$ cat src/rtl/fetch_pkg.sv
// Shared types and constants for the instruction fetch front-end.
package fetch_pkg;

    // Fetch FSM: idle/request-build, address phase, data receive, discard.
    typedef enum logic [1:0] {
        REQ   = 2'd0,
        ADDR  = 2'd1,
        RECV  = 2'd2,
        DRAIN = 2'd3
    } state_t;

    localparam logic [1:0] AXI_BURST_INCR = 2'b01;
    localparam logic [2:0] AXI_SIZE_8B    = 3'b011;
    localparam int         LINE_BYTES     = 32;

    // One queued instruction with the address it was fetched from.
    typedef struct packed {
        logic [31:0] instr;
        logic [31:0] pc;
    } entry_t;

    // Address of the 64-bit beat containing a byte address.
    function automatic logic [31:0] beat_align(input logic [31:0] addr);
        return addr & ~32'h0000_0007;
    endfunction

endpackage

$ cat src/rtl/fetch_queue.sv
// Instruction queue: circular FIFO taking up to two entries and
// releasing one entry per cycle, with a single-cycle flush.
module fetch_queue
    import fetch_pkg::*;
#(
    parameter int DEPTH = 8,
    localparam int AW = $clog2(DEPTH),
    localparam int CW = AW + 1
) (
    input  logic          clk,
    input  logic          rst,
    input  logic          i_flush,
    input  logic [1:0]    i_push_cnt,
    input  entry_t        i_wr_data0,
    input  entry_t        i_wr_data1,
    input  logic          i_pop,
    output entry_t        o_head,
    output logic [CW-1:0] o_count,
    output logic [CW-1:0] o_free
);

    entry_t        r_mem [DEPTH];
    logic [AW-1:0] r_wr_ptr;
    logic [AW-1:0] r_rd_ptr;
    logic [CW-1:0] r_count;
    logic [AW-1:0] w_wr_ptr1;
    logic          w_pop;

    assign w_wr_ptr1 = r_wr_ptr + 1'b1;
    // Popping an empty queue is ignored so the pointers can never cross.
    assign w_pop     = i_pop && (r_count != '0);

    // Storage writes; data0 always lands first so order is preserved.
    always_ff @(posedge clk) begin
        if (!i_flush) begin
            if (i_push_cnt != 2'd0) begin
                r_mem[r_wr_ptr] <= i_wr_data0;
            end
            if (i_push_cnt == 2'd2) begin
                r_mem[w_wr_ptr1] <= i_wr_data1;
            end
        end
    end

    // Pointer and occupancy bookkeeping; flush cancels same-cycle push/pop.
    always_ff @(posedge clk or posedge rst) begin
        if (rst) begin
            r_wr_ptr <= '0;
            r_rd_ptr <= '0;
            r_count  <= '0;
        end else if (i_flush) begin
            r_wr_ptr <= '0;
            r_rd_ptr <= '0;
            r_count  <= '0;
        end else begin
            r_wr_ptr <= r_wr_ptr + AW'(i_push_cnt);
            if (w_pop) begin
                r_rd_ptr <= r_rd_ptr + 1'b1;
            end
            r_count <= r_count + CW'(i_push_cnt) - CW'(w_pop);
        end
    end

    assign o_head  = r_mem[r_rd_ptr];
    assign o_count = r_count;
    assign o_free  = CW'(DEPTH) - r_count;

endmodule

$ cat src/rtl/fetch_unit.sv
// Fetch stage: owns the fetch PC, issues line-bounded INCR bursts,
// splits beats into instruction pairs and handles redirects.
module fetch_unit
    import fetch_pkg::*;
#(
    parameter logic [31:0] RESET_PC    = 32'h0000_0000,
    parameter int          QUEUE_DEPTH = 8,
    parameter int          LINE_BEATS  = 4
) (
    input  logic        clk,
    input  logic        rst,
    input  logic        jal,
    input  logic [31:0] jal_addr,
    input  logic        jalr_jcond,
    input  logic [31:0] jalr_jcond_addr,
    input  logic        busy,
    output logic        fetch_valid,
    output logic [63:0] fetch_instr_pc,
    output logic [31:0] araddr,
    output logic        arvalid,
    output logic [1:0]  arburst,
    output logic [2:0]  arsize,
    output logic [7:0]  arlen,
    input  logic        arready,
    input  logic        rvalid,
    input  logic [63:0] rdata,
    input  logic        rlast,
    output logic        rready
);

    localparam int BW = $clog2(LINE_BEATS);
    localparam int CW = $clog2(QUEUE_DEPTH) + 1;

    state_t        r_state;
    state_t        w_state_next;
    logic [31:0]   r_fetch_pc;
    logic [31:0]   r_araddr;
    logic [7:0]    r_arlen;
    logic          r_drain_pend;

    logic          w_redirect;
    logic [31:0]   w_target;
    logic [31:0]   w_beat_addr;
    logic          w_skip_lo;
    logic [7:0]    w_next_len;
    logic [9:0]    w_need;
    logic          w_space_ok;
    logic          w_issue;
    logic          w_beat_push;
    logic [1:0]    w_push_cnt;
    entry_t        w_wr_data0;
    entry_t        w_wr_data1;
    entry_t        w_head;
    logic          w_pop;
    logic [CW-1:0] w_count;
    logic [CW-1:0] w_free;

    // Execute-stage redirect wins over decode-stage jal.
    assign w_redirect = jal || jalr_jcond;
    assign w_target   = jalr_jcond ? jalr_jcond_addr : jal_addr;

    // The next burst runs from the PC's beat to the end of its line, and is
    // only issued when the whole burst fits, so rready never needs to drop.
    assign w_beat_addr = beat_align(r_fetch_pc);
    assign w_skip_lo   = r_fetch_pc[2];
    assign w_next_len  = 8'(LINE_BEATS - 1) - 8'(r_fetch_pc[3 +: BW]);
    assign w_need      = ({2'b00, w_next_len} + 10'd1) << 1;
    assign w_space_ok  = (32'(w_free) >= 32'(w_need));

    // A beat is kept only in RECV and only if no redirect is flushing it.
    assign w_beat_push = (r_state == RECV) && rvalid && !w_redirect;
    assign w_push_cnt  = w_beat_push ? (w_skip_lo ? 2'd1 : 2'd2) : 2'd0;
    assign w_wr_data0  = w_skip_lo ? '{instr: rdata[63:32], pc: w_beat_addr + 32'd4}
                                   : '{instr: rdata[31:0],  pc: w_beat_addr};
    assign w_wr_data1  = '{instr: rdata[63:32], pc: w_beat_addr + 32'd4};

    assign fetch_valid    = (w_count != '0) && !w_redirect;
    assign w_pop          = fetch_valid && !busy;
    assign fetch_instr_pc = w_head;

    assign araddr  = r_araddr;
    assign arlen   = r_arlen;
    assign arburst = AXI_BURST_INCR;
    assign arsize  = AXI_SIZE_8B;

    fetch_queue #(
        .DEPTH (QUEUE_DEPTH)
    ) u_queue (
        .clk        (clk),
        .rst        (rst),
        .i_flush    (w_redirect),
        .i_push_cnt (w_push_cnt),
        .i_wr_data0 (w_wr_data0),
        .i_wr_data1 (w_wr_data1),
        .i_pop      (w_pop),
        .o_head     (w_head),
        .o_count    (w_count),
        .o_free     (w_free)
    );

    // FSM state register.
    always_ff @(posedge clk or posedge rst) begin
        if (rst) begin
            r_state <= REQ;
        end else begin
            r_state <= w_state_next;
        end
    end

    // Next-state and bus handshake outputs.
    always_comb begin
        w_state_next = r_state;
        w_issue      = 1'b0;
        arvalid      = 1'b0;
        rready       = 1'b0;
        unique case (r_state)
            REQ: begin
                if (!w_redirect && w_space_ok) begin
                    w_state_next = ADDR;
                    w_issue      = 1'b1;
                end
            end
            ADDR: begin
                arvalid = 1'b1;
                if (arready) begin
                    w_state_next = (w_redirect || r_drain_pend) ? DRAIN : RECV;
                end
            end
            RECV: begin
                rready = 1'b1;
                if (rvalid && rlast) begin
                    w_state_next = REQ;
                end else if (w_redirect) begin
                    w_state_next = DRAIN;
                end
            end
            DRAIN: begin
                rready = 1'b1;
                if (rvalid && rlast) begin
                    w_state_next = REQ;
                end
            end
            default: w_state_next = REQ;
        endcase
    end

    // Fetch PC: redirect target, else the word after the last pushed word.
    always_ff @(posedge clk or posedge rst) begin
        if (rst) begin
            r_fetch_pc <= RESET_PC;
        end else if (w_redirect) begin
            r_fetch_pc <= w_target & ~32'h0000_0003;
        end else if (w_beat_push) begin
            r_fetch_pc <= w_beat_addr + 32'd8;
        end
    end

    // Request address/length latched at issue and held through the handshake.
    always_ff @(posedge clk or posedge rst) begin
        if (rst) begin
            r_araddr <= '0;
            r_arlen  <= '0;
        end else if (w_issue) begin
            r_araddr <= w_beat_addr;
            r_arlen  <= w_next_len;
        end
    end

    // Remembers a redirect seen while the committed request still waits for arready.
    always_ff @(posedge clk or posedge rst) begin
        if (rst) begin
            r_drain_pend <= 1'b0;
        end else begin
            r_drain_pend <= (r_state == ADDR) && !arready && (r_drain_pend || w_redirect);
        end
    end

endmodule
$ cat config.mk
export PLATFORM = sky130hd
export DESIGN_NAME = fetch_unit
export DESIGN_NICKNAME = d
export VERILOG_FILES = /design/src/rtl/fetch_pkg.sv /design/src/rtl/fetch_queue.sv /design/src/rtl/fetch_unit.sv
export SDC_FILE = /design/constraint.sdc
export NUM_CORES = 1
export LEC_CHECK = 0
export ABC_AREA = 0
export CORE_MARGIN = 4
export CORE_UTILIZATION = 61
export CTS_BUF_LIST = sky130_fd_sc_hd__clkbuf_8
export DETAILED_ROUTE_END_ITERATION = 6
export PLACE_DENSITY = 0.83
export SETUP_SLACK_MARGIN = 0.02
export SLEW_MARGIN = 40
export SYNTH_ARGS = -nofsm -noshare
export SYNTH_HDL_FRONTEND = slang
export SYNTH_HIERARCHICAL = 1
export SYNTH_SLANG_ARGS = --single-unit
$ cat constraint.sdc
create_clock -name clk -period 8.6 [get_ports clk]
set_clock_uncertainty 0.2 [all_clocks]
set_input_delay 1.72 -clock clk [delete_from_list [all_inputs] [get_ports clk]]
set_output_delay 1.72 -clock clk [all_outputs]
set_load 0.02 [all_outputs]
# Word-level counts from Yosys, hierarchy flattened
# Memory sizes are Yosys's and may differ from the RTL's.
# Index checks and enable logic that the tools add are counted.
[word_totals]
regBits = 82
memories = 1
ramBits = 512
output_inout_bits = 112
wordCells = 76
inputBits = 136
[mem_list]
columns = ["name", "words", "width", "rd", "rd_ports_with_merged_regs", "write_ports", "line", "rtl"]
rows = [
  ["u_queue.r_mem", 8, 64, 1, 0, 2, "fetch_queue.sv:22", "entry_t r_mem [DEPTH];"],
]
[classes]
n_addsub = 10
eq_ne = 8
mux = 27
reduce_logical = 21
magnitude_cmp = 1
[ops]
columns = ["operator", "count"]
rows = [
  ["$mux W32", 3],
  ["$mux W64", 1],
  ["$add A32 B3 Y32 const B", 1],
  ["$add A32 B4 Y32 const B", 1],
  ["$mux W2", 7],
  ["$mux W1", 11],
  ["$ge A4 B10 Y1", 1],
  ["$add A8 B1 Y9 const B", 1],
  ["$logic_and A1 B1 Y1", 9],
  ["$mux W3", 3],
  ["$pmux W2 S4", 1],
  ["$add A3 B1 Y3 const B", 2],
  ["$eq A2 B2 Y1 const B", 3],
  ["$ne A2 B2 Y1 const B", 3],
  ["$reduce_bool A2 Y1", 3],
  ["$add A4 B2 Y4", 1],
  ["$mux W4", 1],
  ["$reduce_and A4 Y1", 1],
  ["$reduce_bool A4 Y1", 1],
  ["$sub A4 B1 Y4", 1],
  ["$sub A4 B4 Y4 const A", 1],
  ["$add A3 B2 Y3", 1],
  ["$logic_not A1 Y1", 3],
  ["$ne A3 B1 Y1 const B", 1],
  ["5 further kinds", 6],
]

# Logic depth before layout (Yosys ltp)
[depth]
word_depth = 8
mapped_depth = 12
ltp_nobuf = 11

# By module
# Netlist, hierarchy kept.
[by_module_without_submodules]
columns = ["module", "area_each_um2", "instances", "seq_area_each_um2", "cells_each"]
rows = [
  ["fetch_queue", 26267.7, 1, 15625.0, 1396],
  ["fetch_unit", 3957.5, 1, 1601.5, 396],
]

# Worst setup path after synthesis
# No wires, ideal clock.
[synth_timing]
kind = "input to register"
startpoint = "input jal"
endpoint = "memory u_queue/r_mem[7][0] in the netlist's numbering (enable)"
cell_stages = 7
setup_time_ps = 574
required_ps = 7826
n_path_buf = 1
arrival_time_ps = 7870
setup_slack_ps = -45
path_cell_list = "nor2_1 -> inv_1 -> buf_1 -> nor3_1 -> nor2_1 -> or3b_2 -> o21ai_0"
[synth_lines]
columns = ["item", "line", "rtl"]
rows = [
  ["from (decl)", "fetch_unit.sv:12", "input logic jal,"],
  ["to (decl)", "fetch_queue.sv:22", ""],
]

==> results.json <==
{
  "drtAntennaViolNets": 0,
  "yosys_warnings": 6,
  "worst_path_max_delay_cell": "nor3b_4",
  "nets": 2225,
  "coreArea_um2": 49000,
  "cp.arrival_ns": 6.08,
  "synth_top_area_cell": "edfxtp_1",
  "synth_area_leaders": "edfxtp_1 51%, mux2_2 23%, mux4_2 9.5%, dfrtp_1 6.1%, buf_6 1.3%",
  "dr_wl_met2_um": 36100,
  "synth_flop_cell": "edfxtp_1",
  "insertion_delay_ns": 0.67,
  "worstHoldPathType": "flop to flop",
  "slew_viol_final": 0,
  "root_buffer": "clkbuf_8",
  "clock.fmax_ghz": 0.167,
  "drc_errors": 0,
  "slowest_delay_ns": 0.70,
  "fin_crit_ns": 6.00,
  "drtPass1Iterations": 5,
  "layout_commonest_cell": "mux2_2",
  "ir_drop_uv": 171,
  "drt-total-wl_um": 72200,
  "period_share_pct": 69.7,
  "syn_to_final_growth_pct": 15.6,
  "tightestPinTransition_ns": 0.804,
  "r2r-start": "r_state[1]",
  "grt_max_degree": 91,
  "rrSetupSlack_ns": 3.64,
  "clock-sinks": 586,
  "worstPathRequired_ns": 8.68,
  "cts_tree": "built",
  "clkSlewWorstSetupHoldPaths_ns": 0.06,
  "worst_path_dominant_cell_family": "simple AND/OR/NAND/NOR gates",
  "numCtsBuffers": 94,
  "yosysUniqueCellTypes": 62,
  "antenna_found_initial": 1,
  "utilization_pct": 71.4,
  "dpl.hpwl_um": 40400,
  "h-tree-depth": 3,
  "drt_iter0_drc": 1214,
  "diodes": 0,
  "row_count": 81,
  "whs_path_depth": 1,
  "synth_cells": 1792,
  "layout_setup_ws_ns": 2.60,
  "synth-seq-cells": 586,
  "synth_edf_count": 512,
  "clock_path_buffers": 3,
  "syn_avg_cell_area_um2": 16.9,
  "ff2ff_path_depth": 7,
  "dr_total_vias": 17371,
  "r2r_end": "u_queue/r_mem[5][23]",
  "hold_violations": 0,
  "synth_area_um2": 30200,
  "setup.worst_path.end_class": "flop",
  "wl_per_cell_um": 25.8,
  "worstHoldEndpoint": "araddr[13]",
  "final.setup.tns_ns": 0,
  "start_util_pct": 61.7,
  "port_buffers": 229,
  "post_drt_via_cell_ratio": 6.20,
  "report.power.total_w": 0.00640,
  "grt_pass1_wl_um": 110000,
  "die_y_um": 231,
  "ctsResizeCount": 0,
  "cts_setup_buffers": 0,
  "grt_use_total_pct": 27.2,
  "dr_wl_met3_um": 5290,
  "power_density_nw_per_um2": 183,
  "layout_common_cells": "629 x mux2_2, 512 x edfxtp_1, 229 x clkdlybuf4s50_1",
  "leakage_nw": 11.6,
  "cp_num_buf_inv": 3,
  "synth_top_area_share_pct": 50.9,
  "die_w_um": 231,
  "place_ws_ns": 1.61,
  "cp-start-kind": "primary input",
  "die_area_um2": 53200,
  "postCtsHoldBufs": 0,
  "pin_count": 248,
  "seq_area_frac_synth_pct": 57.0,
  "path_common_cell": "buf_4",
  "drive_above_1_share_pct": 43.8,
  "wl_met1_um": 29300,
  "gp_congestion": 0.853,
  "grt_overflow": 0,
  "dr.max_layer_used": "met5",
  "grt_pass1_vias": 18370,
  "fill_cells": 3138,
  "crit_chain": "clkdlybuf4s50_1 > nand3b_1 > nor3_2 > nor4b_2 > nor3b_4 > o21bai_4 > buf_4 > buf_4",
  "synthArstFlopShare_pct": 12.6,
  "status": "completed",
  "setup_viol_count_final": 0,
  "maxSlewHeadroom_pct": 46.4,
  "maxCapViolCount": 0,
  "criticalPathCategory": "primary input to flop",
  "rsz0062_at_grt": "false",
  "worstHoldStart": "araddr[13]",
  "critPathMaxFanout": 36
}
[Yosys cell counts (2+ instances only)]
cell type    n
o22ai_1      6
a21oi_1     32
nand4_1      9
clkbuf_1    41
nand2b_1     4
mux2_2     629
xnor2_1     15
edfxtp_1   512
nand2_1     28
buf_2       23
dfrtp_1     74
or3_1        2
o21ai_0     18
buf_1        6
a2bb2oi_1    2
fa_1         2
mux2i_1      5
nor3_1      10
buf_6       35
ha_1        15
buf_4       27
nor4_2       2
and3_1       8
inv_1       28
a211oi_1    12
nor4_1       7
nand3_1     17
mux4_2     128
nor2b_1     21
nor3b_2      4
nor2_1      12
xor2_1      14
conb_1       2
o21bai_1     4
mux2_1      11
[area by class of cell]
class                   count  area (um2)  share of cell area [%]
flip-flops and latches    586       17200                    49.3
multi-input cells        1098       12400                    35.5
repair buffers            264        2740                    7.84
clock buffers              98        1350                    3.86
well taps                 664         831                    2.38
clock inverters            63         282                   0.806
inverters                  28         105                   0.301
[layer usage]
layer  track usage, %  vias up
met5                0        -
met4             8.07        2
met3             4.87      106
met2             45.5      722
met1             36.9     8864
li1                 -     7677
[state kept, by name, summed over array words and instances, names as in the netlist]
signal / count
u_queue/r_mem: 512
r_fetch_pc: 30
araddr: 29
u_queue/o_count: 4
u_queue/r_rd_ptr: 3
u_queue/r_wr_ptr: 3
arlen: 2
r_state: 2
r_drain_pend: 1
[report_power, final]
part	switching, W	total, W	internal (W)	leakage [nW]
registers	0.000152	0.00339	0.00324	5.50
logic	0.000383	0.000870	0.000487	5.22
clock network	0.00107	0.00214	0.00107	0.922
[kinds of logic after synthesis]
logic type	share of synthesized area, %
compound gates	1.73
buf+inv	3.29
other cells	0.0248
fa+ha+maj	0.753
mux	33.5
xor+xnor	0.894
simple gates	2.77
flops	57.0
[per-stage QoR]
| stage | instances | hold WS (ns) | cell area [um2] |
|---|---|---|---|
| after floorplan | 1844 | 0.349 | 30400 |
| after global placement | 2633 | 0.276 | 33200 |
| after detailed placement | 2637 | 0.286 | 33200 |
| after CTS | 2798 | 0.299 | 34900 |
| after global routing | 2801 | 0.328 | 34900 |
| final | 2801 | 0.297 | 34900 |
[worst max path at each step]
| stage | startpoint | to | slack, ns | depth (start not counted) |
|---|---|---|---|---|
| finish | rvalid | u_queue/r_mem[5][23] | 2.60 | 8 |
| floorplan | jal | u_queue/r_mem[7][0] | -0.04 | 7 |
| CTS | rvalid | u_queue/r_mem[5][20] | 2.35 | 8 |
| global placement | rvalid | u_queue/r_mem[5][11] | 1.80 | 8 |
| global route | rvalid | u_queue/r_mem[5][23] | 2.47 | 8 |
| detailed placement | rvalid | u_queue/r_mem[5][10] | 1.61 | 8 |
(Power assumes the default switching activity.)
